`config.mk`:
```
export PLATFORM = sky130hd
export DESIGN_NAME = serial_parity_framer
export DESIGN_NICKNAME = d
export VERILOG_FILES = /design/src/rtl/serial_parity_pkg.sv /design/src/rtl/parity_shift_accum.sv /design/src/rtl/serial_parity_framer.sv
export SDC_FILE = /design/constraint.sdc
export NUM_CORES = 1
export LEC_CHECK = 0
export CAP_MARGIN = 20
export CORE_ASPECT_RATIO = 0.8
export CORE_MARGIN = 8
export CORE_UTILIZATION = 51
export DETAILED_ROUTE_END_ITERATION = 8
export PLACE_DENSITY = 0.79
export SKIP_CTS_REPAIR_TIMING = 1
export SYNTH_ARGS = -nofsm -noshare
export SYNTH_HDL_FRONTEND = slang
export SYNTH_SLANG_ARGS = --single-unit
```
`constraint.sdc`:
```
create_clock -name clk -period 1.95 [get_ports clk]
set_clock_uncertainty 0.15 [all_clocks]
set_input_delay 0.2925 -clock clk [delete_from_list [all_inputs] [get_ports clk]]
set_output_delay 0.2925 -clock clk [all_outputs]
set_load 0.02 [all_outputs]
```
`src/rtl/serial_parity_pkg.sv`:
```
// Shared types and constants for the serial parity framer.
// Not timed: this package holds only type and constant definitions.
// No flow control lives here.
package serial_parity_pkg;

    typedef enum logic [2:0] {
        IDLE,
        START,
        DATA,
        PARITY,
        GAP
    } state_t;

    localparam logic LINE_IDLE = 1'b1;
    localparam logic START_BIT = 1'b0;

    function automatic bit params_ok(input int data_w, input int idle_gap, input int cnt_w);
        return (data_w >= 2) && (data_w <= 32) &&
               (idle_gap >= 0) && (idle_gap <= 15) &&
               (cnt_w >= 1);
    endfunction

endpackage

```
`src/rtl/parity_shift_accum.sv`:
```
// Shift register that presents the word LSB-first and a running XOR of the bits shifted out.
// Latency: a load or shift takes effect at the next clk edge.
// No backpressure: the parent FSM decides when to load, shift or clear.
module parity_shift_accum #(
    parameter int DATA_W = 8
) (
    input  logic              clk,
    input  logic              arst,
    input  logic              load,
    input  logic [DATA_W-1:0] load_dat,
    input  logic              shift_en,
    input  logic              clr,
    output logic              lsb,
    output logic              acc
);

    logic [DATA_W-1:0] shreg;

    always_ff @(posedge clk or posedge arst) begin
        if (arst) begin
            shreg <= '0;
            acc   <= 1'b0;
        end else begin
            if (load)
                shreg <= load_dat;
            else if (shift_en)
                shreg <= shreg >> 1;

            if (clr)
                acc <= 1'b0;
            else if (shift_en)
                acc <= acc ^ shreg[0];
        end
    end

    assign lsb = shreg[0];

endmodule

```
`src/rtl/serial_parity_framer.sv`:
```
// Serialises accepted words as start bit, LSB-first data, parity bit, then idle gap slots.
// Latency: a word accepted at edge N drives its start bit from cycle N+1; slots advance on bit_en.
// Backpressure: in_ready is high only in IDLE, and all outputs decode registered state.
module serial_parity_framer
    import serial_parity_pkg::*;
#(
    parameter int DATA_W     = 8,
    parameter int PARITY_ODD = 0,
    parameter int IDLE_GAP   = 1,
    parameter int CNT_W      = 16
) (
    input  logic              clk,
    input  logic              arst,
    input  logic              bit_en,
    input  logic [DATA_W-1:0] in_data,
    input  logic              in_valid,
    output logic              in_ready,
    output logic              out_bit,
    output logic              out_valid,
    output logic              out_start,
    output logic              out_last,
    output logic              busy,
    output logic [CNT_W-1:0]  frame_cnt
);

    localparam int BC_W = $clog2(DATA_W);

    if (!params_ok(DATA_W, IDLE_GAP, CNT_W)) begin : g_param_err
        $error("serial_parity_framer: parameter out of range");
    end

    state_t          state, state_nxt;
    logic [BC_W-1:0] bit_cnt;
    logic [3:0]      gap_cnt;
    logic            accept, shift_en, data_done, gap_done, parity_exit;
    logic            sh_lsb, sh_acc;

    assign accept      = (state == IDLE) && in_valid;
    assign shift_en    = (state == DATA) && bit_en;
    assign parity_exit = (state == PARITY) && bit_en;
    assign data_done   = (bit_cnt == BC_W'(DATA_W - 1));
    assign gap_done    = (int'(gap_cnt) == IDLE_GAP - 1);

    parity_shift_accum #(
        .DATA_W (DATA_W)
    ) u_shift (
        .clk      (clk),
        .arst     (arst),
        .load     (accept),
        .load_dat (in_data),
        .shift_en (shift_en),
        .clr      (accept),
        .lsb      (sh_lsb),
        .acc      (sh_acc)
    );

    always_ff @(posedge clk or posedge arst) begin
        if (arst) begin
            state     <= IDLE;
            bit_cnt   <= '0;
            gap_cnt   <= '0;
            frame_cnt <= '0;
        end else begin
            state <= state_nxt;

            if (accept)
                bit_cnt <= '0;
            else if (shift_en)
                bit_cnt <= bit_cnt + BC_W'(1);

            if (parity_exit)
                gap_cnt <= '0;
            else if ((state == GAP) && bit_en)
                gap_cnt <= gap_cnt + 4'd1;

            if (parity_exit)
                frame_cnt <= frame_cnt + CNT_W'(1);
        end
    end

    always_comb begin
        state_nxt = state;
        case (state)
            IDLE:    if (in_valid)             state_nxt = START;
            START:   if (bit_en)               state_nxt = DATA;
            DATA:    if (bit_en && data_done)  state_nxt = PARITY;
            PARITY:  if (bit_en)               state_nxt = (IDLE_GAP > 0) ? GAP : IDLE;
            GAP:     if (bit_en && gap_done)   state_nxt = IDLE;
            default:                           state_nxt = IDLE;
        endcase
    end

    // Moore decode: nothing below looks at in_valid, in_data or bit_en.
    always_comb begin
        out_bit   = LINE_IDLE;
        out_valid = 1'b0;
        out_start = 1'b0;
        out_last  = 1'b0;
        case (state)
            START: begin
                out_bit   = START_BIT;
                out_valid = 1'b1;
                out_start = 1'b1;
            end
            DATA: begin
                out_bit   = sh_lsb;
                out_valid = 1'b1;
            end
            PARITY: begin
                out_bit   = sh_acc ^ (PARITY_ODD != 0);
                out_valid = 1'b1;
                out_last  = 1'b1;
            end
            default: ;
        endcase
    end

    assign in_ready = (state == IDLE);
    assign busy     = (state != IDLE);

endmodule

```
Word-level counts from Yosys, hierarchy flattened. Cells that the tools add are included.

$add $sub $neg: 3. Multipliers: 0. Divide/modulo/power cells: 0. $lt $le $gt $ge: 0. Equal/unequal tests: 10. Shift-type cells: 0. Multiplexer cells: 18. Bitwise gates (word level): 1. Reduce and logical (&&, ||, !) cells: 13.

Operators with widths (count): $mux 3 (7); $add 16x1->16 const B (1); $mux 8 (2); $pmux 3 s5 (1); $mux 4 (2); $eq 3x2->1 const B (2); $eq 3x3->1 const B (2); $logic_and 1x1->1 (6); $ne 2x2->1 const B (3); $mux 1 (5); $reduce_and 5->1 (1); $add 4x1->4 const B (1); $logic_not 4->1 (1); $ne 2x1->1 const B (2); $reduce_bool 2->1 (2); $add 3x1->3 const B (1); $eq 3x1->1 const B (1); $logic_not 3->1 (1); $pmux 1 s3 (1); $reduce_bool 3->1 (1); $reduce_or 3->1 (1); $xor 1x1->1 (1).

Flip-flop bits (word level): 35. Latch bits: 0. Memory bits (writable): 0. Bits in read-only memories: 0. Bits of input ports: 12. Output and inout port bits: 22. Word-level logic and storage cells: 51. Memories: 0.

Logic depth before layout (Yosys ltp). Gate-level depths: netlist (run 1).

Word-level depth: 4. Depth in mapped cells: 7. Gate-level depth less buffers: 6.

Cells and area by module. From an unflattened synthesis (run 1), not the netlist that was laid out.

Cell total of the unflattened synthesis: 166. Area, all modules: 1732.9 µm².

Modules (own cells, without submodules): serial_parity_framer (instances 1, cells an instance 127, area an instance 1308.8 µm², sequential area each 650.6 µm²); parity_shift_accum (instances 1, cells an instance 39, area an instance 424.2 µm², sequential area each 225.2 µm²).

Least setup slack after synthesis (run 1). OpenSTA, ideal clock, no wires.

Path type: register -> register. Start: reg state[0]. End: reg bit_cnt[0]. Library setup time: 0.125 ns. Data arrival time: 1.641 ns. Data required time: 1.675 ns. Path slack: 0.034 ns. Stages on the path, launching flop included: 6. Path buffers: 1. Clock period less this slack: 1.916 ns. Path through: dfrtp_1 -> nor3_1 -> and2_1 -> buf_4 -> nor2_1 -> mux2_2.

Longest elaborated chain between the ends: 3. Elaborated cells on any way between the ends: 6. Classes of those cells: 1 x eq/ne; 1 x mux; 4 x reduce/logical.

Ends and longest elaborated chain: start, declared (line serial_parity_framer.sv:32) `state_t state, state_nxt;`; start signal, assigned (line serial_parity_framer.sv:64) `state <= state_nxt;`; $logic_not 3->1 (*); net in_ready (line serial_parity_framer.sv:17) `output logic in_ready,`; $logic_and 1x1->1 (*) (line serial_parity_framer.sv:38) `assign accept = (state == IDLE) && in_valid;`; $mux 3 or $reduce_bool 2->1 (tied branches); end signal, assigned (line serial_parity_framer.sv:69) `bit_cnt <= bit_cnt + BC_W'(1);`; end, declared (line serial_parity_framer.sv:33) `logic [BC_W-1:0] bit_cnt;`.

Mark *: on every way through the listed nets, which the timed path passes. The rest lies on a longest branch. A chain may end at the register's enable or synchronous reset.

Final worst setup path (run 1).
Start: reg frame_cnt[5]. End: out frame_cnt[5].

RTL lines: start, declared (line serial_parity_framer.sv:23) `output logic [CNT_W-1:0] frame_cnt`; start signal, assigned (line serial_parity_framer.sv:77) `frame_cnt <= frame_cnt + CNT_W'(1);`.

No word-level cell between the ends.

==> results.json, run 1 <==
{
  "drive_above_1_share_pct": 15.0,
  "relSlewSlack_pct": 70.8,
  "dieArea_mm2": 0.00553,
  "ys_ff_latch": 35,
  "io_pins": 34,
  "yosysMostFrequentCell": "dfrtp_1",
  "rr_startpoint": "state[0]",
  "synth_edf_count": 0,
  "synth_cell_types": 37,
  "critPathCaptureType": "primary output",
  "die_y_um": 68.1,
  "initial_utilization_pct": 51.7,
  "ys_top_cells_by_area": "dfrtp_1, xnor2_1, mux2i_1",
  "swShare_pct": 36.9,
  "grt_max_degree": 36,
  "top_layer": "met4",
  "route.detailed.drc": 0,
  "synth_ff_type": "dfrtp_1",
  "clk_path_buf_depth": 2,
  "crit_slowest_cell": "clkdlybuf4s50_1",
  "cpPeakStageDelay_ns": 0.65,
  "wl_met2_mm": 1.84,
  "clkLatencyLatePin_ns": 0.28,
  "synth_common_cells": "dfrtp_1, nand2_1, xnor2_1, nor2_1",
  "clk_pin_slew_worst_paths_ns": 0.07,
  "port_buffers": 33,
  "wl_met1_mm": 1.64,
  "grt_first_pass_wirelength_mm": 6.18,
  "critPathLaunch": "frame_cnt[5]",
  "synth_area_mm2": 0.00173,
  "syn_to_final_growth_pct": 31.5,
  "min_period_ns": 1.84,
  "cp.arrival_ns": 1.40,
  "p_clk_share_pct": 18.4,
  "utilization_pct": 68.0,
  "grt_antenna_before_repair": 0,
  "worstSetupPathType": "reg -> out",
  "rr_worst_depth": 5,
  "ant_nets": 0,
  "p_sw_mw": 1.01,
  "drv_cap": 0,
  "dieWidth_um": 81.2,
  "power_frac_comb_pct": 40.5,
  "vias_per_cell": 5.29,
  "leakagePower_nw": 1.07,
  "core_area_mm2": 0.00335,
  "powerDensity_mw_per_mm2": 1200,
  "placed_area_mm2": 0.00216,
  "p_seq_share_pct": 41.0,
  "fin_area_mm2": 0.00228,
  "vias": 1313,
  "ir_drop_mv": 0.671,
  "fmax_mhz": 543,
  "place.gp.congestion": 0.771,
  "syn_inst": 161,
  "fin_nets": 222,
  "min_path_type": "in -> async",
  "grt-ovfl-total": 0,
  "status": "complete, no violations",
  "p_int_mw": 1.73,
  "grt_pass1_vias": 1352,
  "critical_path.top_delay_family": "buffers and inverters",
  "yosysSeqAreaShare_pct": 50.5,
  "cts_tree": "done",
  "path_buf_inv": 1,
  "routedWlPerCell_um": 14.9,
  "maxSlewViolCount": 0,
  "synth_fp_nets": 178,
  "dpl.hpwl_mm": 2.68,
  "hold_violations": 0,
  "antenna_cells": 0,
  "htree_num_levels": 2,
  "period_share_pct": 94.4,
  "worst-r2r-setup-slack_ns": 0.13,
  "finalPower_mw": 2.74,
  "avgSynthCellArea_um2": 10.8,
  "startpoint_type": "register",
  "async_reset_ff_share_pct": 100,
  "yosysTopAreaCell": "dfrtp_1",
  "crit_chain": "clkdlybuf4s50_1",
  "ys_warn_count": 0,
  "regToRegEndpoint": "frame_cnt[15]",
  "synth_top_area_share_pct": 50.5,
  "dr.pass1.iters": 4,
  "drt_iter0_markers": 83,
  "cts_buffers": 5,
  "fillCellCount": 245,
  "setup_viol": 0,
  "routed_wl_mm": 3.69,
  "rsz0062_at_grt": "no",
  "rows": 19,
  "cts_sinks": 35,
  "cts_root_buffer": "clkbuf_8",
  "crit_fanout": 6,
  "met3WireLength_um": 175,
  "cp.required_ns": 1.51,
  "tightest_slew_ns": 0.437,
  "track_usage_pct": 14.4
}
==> cells by family after synthesis <==
family,after synthesis,synth area share (%)
muxes,10,5.92
xor gates and xnor gates,17,9.03
buffers and inverters,14,4.26
AOI/OAI and AO/OA,21,7.44
adders and majority gates,5,3.61
and+or+nand+nor,59,19.2
DFF,35,50.5
==> layer usage <==
| metal | up-vias | global-route usage (%) |
|---|---|---|
| met1 | 635 | 16.7 |
| met3 | 7 | 4.59 |
| met5 | - | 0 |
| met2 | 25 | 24.7 |
| met4 | 0 | 5.33 |
| li1 | 646 | - |
==> metrics by stage <==
step	hold slack (ns)	setup WS [ns]	TNS (ns)	cells
after floorplan	0.259	0.0341	0	161
after global placement	0.329	-0.00916	-0.00916	238
after detailed placement	0.336	-0.0515	-0.140	238
after CTS	0.300	-0.312	-1.47	246
after global routing	0.380	0.0182	0	248
final	0.299	0.109	0	248
==> state kept, by name (all words and copies together), names as in the netlist <==
name           count
u_shift.acc        1
bit_cnt            3
state              3
u_shift.shreg      8
frame_cnt         16
gap_cnt            4
==> area by class of cell <==
| class | instances | area, um2 | area share (%) |
|---|---|---|---|
| multi-input combinational | 112 | 790 | 34.7 |
| tap | 42 | 52.6 | 2.31 |
| clock buffer | 6 | 72.6 | 3.19 |
| clock inverter | 2 | 12.5 | 0.549 |
| sequential | 35 | 880 | 38.6 |
| inverter | 5 | 18.8 | 0.824 |
| timing repair buffer | 46 | 453 | 19.9 |
==> power by group through the flow <==
stage	logic [mW]	clock network [mW]	registers, mW
2_1_floorplan	0.653	0	1.10
4_1_cts	1.09	0.510	1.12
3_3_place_gp	1.03	0	1.12
6_report	1.11	0.504	1.12
3_5_place_dp	1.08	0	1.13
5_1_grt	1.21	0.551	1.16
==> layout by cell type (no fill, tap or decap), types with 5 or more instances in the layout <==
cell and count:
xnor2_1 12, nand2_1 21, dlymetal6s2s_1 6, clkdlybuf4s50_1 27
nor2_1 10, a21oi_1 5, nand3_1 5, o21ai_0 8
clkbuf_8 5, buf_4 11, mux2i_1 8, ha_1 5
dfrtp_1 32, inv_1 5
==> worst max-delay path by stage <==
stage                          endpoint  depth (start not counted)
after global placement    frame_cnt[15]                          5
final                      frame_cnt[5]                          1
after CTS                      in_ready                          2
after detailed placement  frame_cnt[15]                          5
after floorplan              bit_cnt[0]                          5
after global routing      frame_cnt[15]                          5
Power figures use the tool's default switching activity.
==> run 2: changes to the inputs <==
Settings changed: GPL_TIMING_DRIVEN from default to 0, REMOVE_ABC_BUFFERS from default to 1.
==> results.json, run 2 (synthesized netlist as in run 1, its figures left out) <==
{
  "hold_violations": 0,
  "leakagePower_nw": 1.06,
  "crit_chain": "buf_4, buf_4, and4bb_4, nor2_1, mux2_2",
  "min_period_ns": 1.88,
  "io_pins": 34,
  "final_common_cell": "dfrtp_1",
  "fin_nets": 215,
  "relSlewSlack_pct": 67.9,
  "antenna_cells": 0,
  "cts_tree": "done",
  "port_buffers": 33,
  "reg_top3": "frame_cnt x16, u_shift.shreg x8, gap_cnt x4",
  "cts_sinks": 35,
  "route.detailed.drc": 0,
  "dieWidth_um": 81.2,
  "drive_above_1_share_pct": 13.6,
  "dieArea_mm2": 0.00553,
  "die_y_um": 68.1,
  "worstSetupPathType": "reg -> reg",
  "rr_startpoint": "state[0]",
  "crit_cells": 5,
  "cp.required_ns": 1.96,
  "track_usage_pct": 13.8,
  "htree_num_levels": 2,
  "setup_viol": 0,
  "largest_register_ffs": 16,
  "finalPower_mw": 2.82,
  "status": "complete, no violations",
  "ant_nets": 0,
  "routed_wl_mm": 3.72,
  "critPathLaunch": "state[0]",
  "min_path_type": "in -> async",
  "top_register": "frame_cnt",
  "vias_per_cell": 5.32,
  "drv_cap": 0,
  "cpPeakStageDelay_ns": 0.47,
  "syn_to_final_growth_pct": 30.6,
  "crit_slowest_cell": "dfrtp_2",
  "dr.pass1.iters": 5,
  "tightest_slew_ns": 0.481,
  "clk_path_buf_depth": 2,
  "grt_pass1_vias": 1321,
  "rr_worst_depth": 5,
  "routedWlPerCell_um": 15.4,
  "place.gp.congestion": 0.785,
  "clk_pin_slew_worst_paths_ns": 0.07,
  "crit_top_cell": "buf_4",
  "worstSetupEndpoint": "bit_cnt[0]",
  "critical_path.top_delay_family": "simple AND/OR/NAND/NOR gates",
  "holdWs_ns": 0.169,
  "cts_root_buffer": "clkbuf_8",
  "period_share_pct": 96.4,
  "path_buf_inv": 2,
  "drt_iter0_markers": 74,
  "worst-r2r-setup-slack_ns": 0.07,
  "fin_ws_ns": 0.0695,
  "vias": 1281,
  "cts_buffers": 5,
  "core_area_mm2": 0.00335,
  "regToRegEndpoint": "bit_cnt[0]",
  "critPathCaptureType": "register",
  "grt_max_degree": 26,
  "crit_fanout": 12,
  "final_cell_mix": "dfrtp_1, clkdlybuf4s50_1, nand2_1",
  "fmax_mhz": 532,
  "clkLatencyLatePin_ns": 0.29,
  "utilization_pct": 67.5,
  "rows": 19,
  "powerDensity_mw_per_mm2": 1240,
  "cp.arrival_ns": 1.89,
  "grt-ovfl-total": 0,
  "startpoint_type": "register",
  "initial_utilization_pct": 51.7,
  "ir_drop_mv": 0.720,
  "dpl.hpwl_mm": 2.48,
  "maxSlewViolCount": 0,
  "grt_antenna_before_repair": 0,
  "grt_first_pass_wirelength_mm": 5.95,
  "dp_slack_ns": -0.409
}
## run 2: area by class of cell
cell class                 instances  area, um2
sequential                        35        880
inverter                           5       18.8
fill                             241       1090
tap                               42       52.6
clock buffer                       8        100
multi-input combinational        112        800
timing repair buffer              39        413
## run 2: metrics by stage
step	std cells	TNS (ns)	area, um2
6_report	241	0	2260
5_1_grt	241	-0.00667	2260
4_1_cts	236	-2.49	2190
3_5_place_dp	228	-4.65	2090
3_3_place_gp	227	-3.84	2060
2_1_floorplan	152	-0.914	1680
## run 2: metal layers
metal | GRT usage [%] | part of all wire [%] | vias to the layer above
met5 | 0 | 0 | -
met4 | 6.00 | 0.97 | 0
met3 | 3.81 | 3.8 | 5
met2 | 23.3 | 52 | 32
met1 | 16.4 | 43 | 615
li1 | - | - | 629
## run 2: power breakdown
part | leakage, nW | internal [mW] | switching (mW)
clock | 0.0515 | 0.322 | 0.253
sequential | 0.461 | 0.920 | 0.224
combinational | 0.547 | 0.549 | 0.548
total | 1.06 | 1.79 | 1.02
## run 2: worst min-delay path by stage
| stage | from | slack [ns] | end |
|---|---|---|---|
| 2_1_floorplan | in_data[0] | 0.26 | u_shift.shreg[0] |
| 3_3_place_gp | frame_cnt[8] | 0.32 | frame_cnt[8] |
| 3_5_place_dp | frame_cnt[8] | 0.33 | frame_cnt[8] |
| 4_1_cts | arst | 0.18 | u_shift.shreg[1] |
| 5_1_grt | arst | 0.21 | u_shift.shreg[2] |
| 6_report | arst | 0.17 | u_shift.shreg[2] |
==> variant (flow settings as in run 1) <==
The parameter `CNT_W` goes from 16 to 18.
--- a/src/rtl/serial_parity_framer.sv
+++ b/src/rtl/serial_parity_framer.sv
@@ -7,7 +7,7 @@
     parameter int DATA_W     = 8,
     parameter int PARITY_ODD = 0,
     parameter int IDLE_GAP   = 1,
-    parameter int CNT_W      = 16
+    parameter int CNT_W      = 18
 ) (
     input  logic              clk,
     input  logic              arst,
Interface: changed (resized frame_cnt); port bits go from 34 to 36. The function was not compared with the original's and may differ.
==> variant against run 1 <==
Routed wire length up 5.0%. Final cell count up 6.0%. Sequential cell count up 2. Synthesized area up 4.0%. Worst setup slack worse by 0.017 ns. Design area up 5.9%. Largest cell class unchanged. Non-clock buffer count up 3. Die area up 3.2%. Total power up 5.9%.
==> variant: results (changes against run 1) <==
yosys:
  syn_nets: 187  # +5.1%
  ys_seq_area_share_pct: 51.35  # +0.81 points
  yosysTopAreaCell: "dfrtp_1"
  synth_area_leaders: "dfrtp_1 51%, xnor2_1 6.8%, nand2_1 5.4%"
  yosys-top-cells-count: "37 x dfrtp_1, 26 x nand2_1, 14 x xnor2_1"
  ys_types: 34  # -8.1%
finish:
  top_regs: "frame_cnt x18, u_shift.shreg x8, gap_cnt x4"
  drive_gt1_share_pct: 14.03  # -1.0 points
  fin_nets: 237  # +6.8%
routing:
  drt_iter0_drc: 98  # +18%
  dr.max_layer_used: "met4"
  met2_length_mm: 1.950  # +6.2%
  route.met3.wl_um: 172  # -1.7%
  m1WireLength_mm: 1.699  # +3.9%
  viasPerCell: 5.392  # +1.8%
  routedWlPerCell_um: 14.72  # -1.0%
pwr:
  p_int_uw: 1866  # +8.1%
  ir_drop_v: 0.0007486  # +12%
  p_leak_uw: 0.001142  # +6.8%
cts:
  path_clk_slew_ns: 0.07  # about the same
  clock_latency_ns: 0.28  # about the same
  cts_root_buffer: "clkbuf_8"
outcome:
  status: "finished clean"
grt:
  grt_usage_pct: 15.02  # +0.59 points
  grt_pass1_wl_mm: 6.879  # +11%
  grt_pass1_vias: 1527  # +13%
  grt_max_degree: 38  # +5.6%
sta:
  tightest_slew_ns: 0.4618  # +0.02428 ns
placement:
  dpl_cell_area_um2: 2292  # +6.3%
  dp_hpwl_mm: 2.926  # +9.3%
  port_buffers: 35  # +6.1%
  place_congestion: 0.7754  # +0.62%
worst_hold_path:
  hold_class: "in2async"
worst_setup_path:
  critPathMaxFanout: 5  # -1
  worstPathArrival_ns: 1.42  # +0.02 ns
variant: cell types whose count changed after synthesis, sizes merged, moves of 2 or more:
cell,before,now
nand2,21,26
and4,3,0
nor3b,1,5
a21oi,5,3
and2,2,0
nand3,6,8
dfrtp,35,37
nor3,1,5
inv,5,7
buf,7,3
variant: stage by stage:
step	cells	hold slack, ns	worst slack [ns]	TNS, ns
4_1_cts	263	0.2753	-0.3031	-1.199
2_1_floorplan	170	0.2593	0.04387	0
6_report	263	0.2595	0.09207	0
3_3_place_gp	255	0.3084	0.01783	0
3_5_place_dp	255	0.3316	0.005809	0
5_1_grt	263	0.3240	0.01749	0
variant: logic make-up after synthesis:
logic type | Yosys count | synth area share, %
fa+ha+maj | 5 | 3.470
flops | 37 | 51.35
compound gates | 18 | 6.316
simple gates | 69 | 21.37
buf+inv | 13 | 3.192
mux | 9 | 5.066
xor+xnor | 19 | 9.230
variant: path summary, 6_finish.rpt:
| kind | cells past startpoint | slack [ns] | to | start |
|---|---|---|---|---|
| worst min register to register | 1 | 0.34 | frame_cnt[16] | frame_cnt[16] |
| max in group asynchronous | 3 | 1.06 | state[0] | arst |
| worst max register to register | 5 | 0.24 | frame_cnt[8] | state[2] |
| min in group clk | 1 | 0.34 | frame_cnt[16] | frame_cnt[16] |
| worst max-delay path | 4 | 0.09 | busy | state[1] |
| worst min-delay path | 3 | 0.26 | frame_cnt[14] | arst |
variant: worst max-delay path: stages, from the launching register on:
cell	delay (ns)
dfrtp_1	0.42
buf_4	0.17
nor3_1	0.25
inv_1	0.07
dlymetal6s2s_1	0.21
variant: final cells by class:
type / instances / area [um^2]
sequential: 37 / 925.9
inverter: 7 / 26.28
clock inverter: 1 / 5.005
fill: 244 / 985.9
timing repair buffer: 49 / 483.0
clock buffer: 7 / 96.34
multi-input combinational: 120 / 824.5
tap: 42 / 52.55
variant: routing by layer:
layer	track usage (%)	vias to the layer above
met4	5.058	0
met5	0	-
met1	17.98	689
li1	-	685
met2	24.33	35
met3	4.793	9
variant: power groups by stage:
stage / Combinational [uW] / Sequential [uW] / Clock (uW)
after floorplan: 671 / 1160 / 0
after global placement: 1160 / 1120 / 0
after detailed placement: 1220 / 1130 / 0
after CTS: 1230 / 1120 / 600
after global routing: 1320 / 1150 / 642
final: 1200 / 1120 / 578
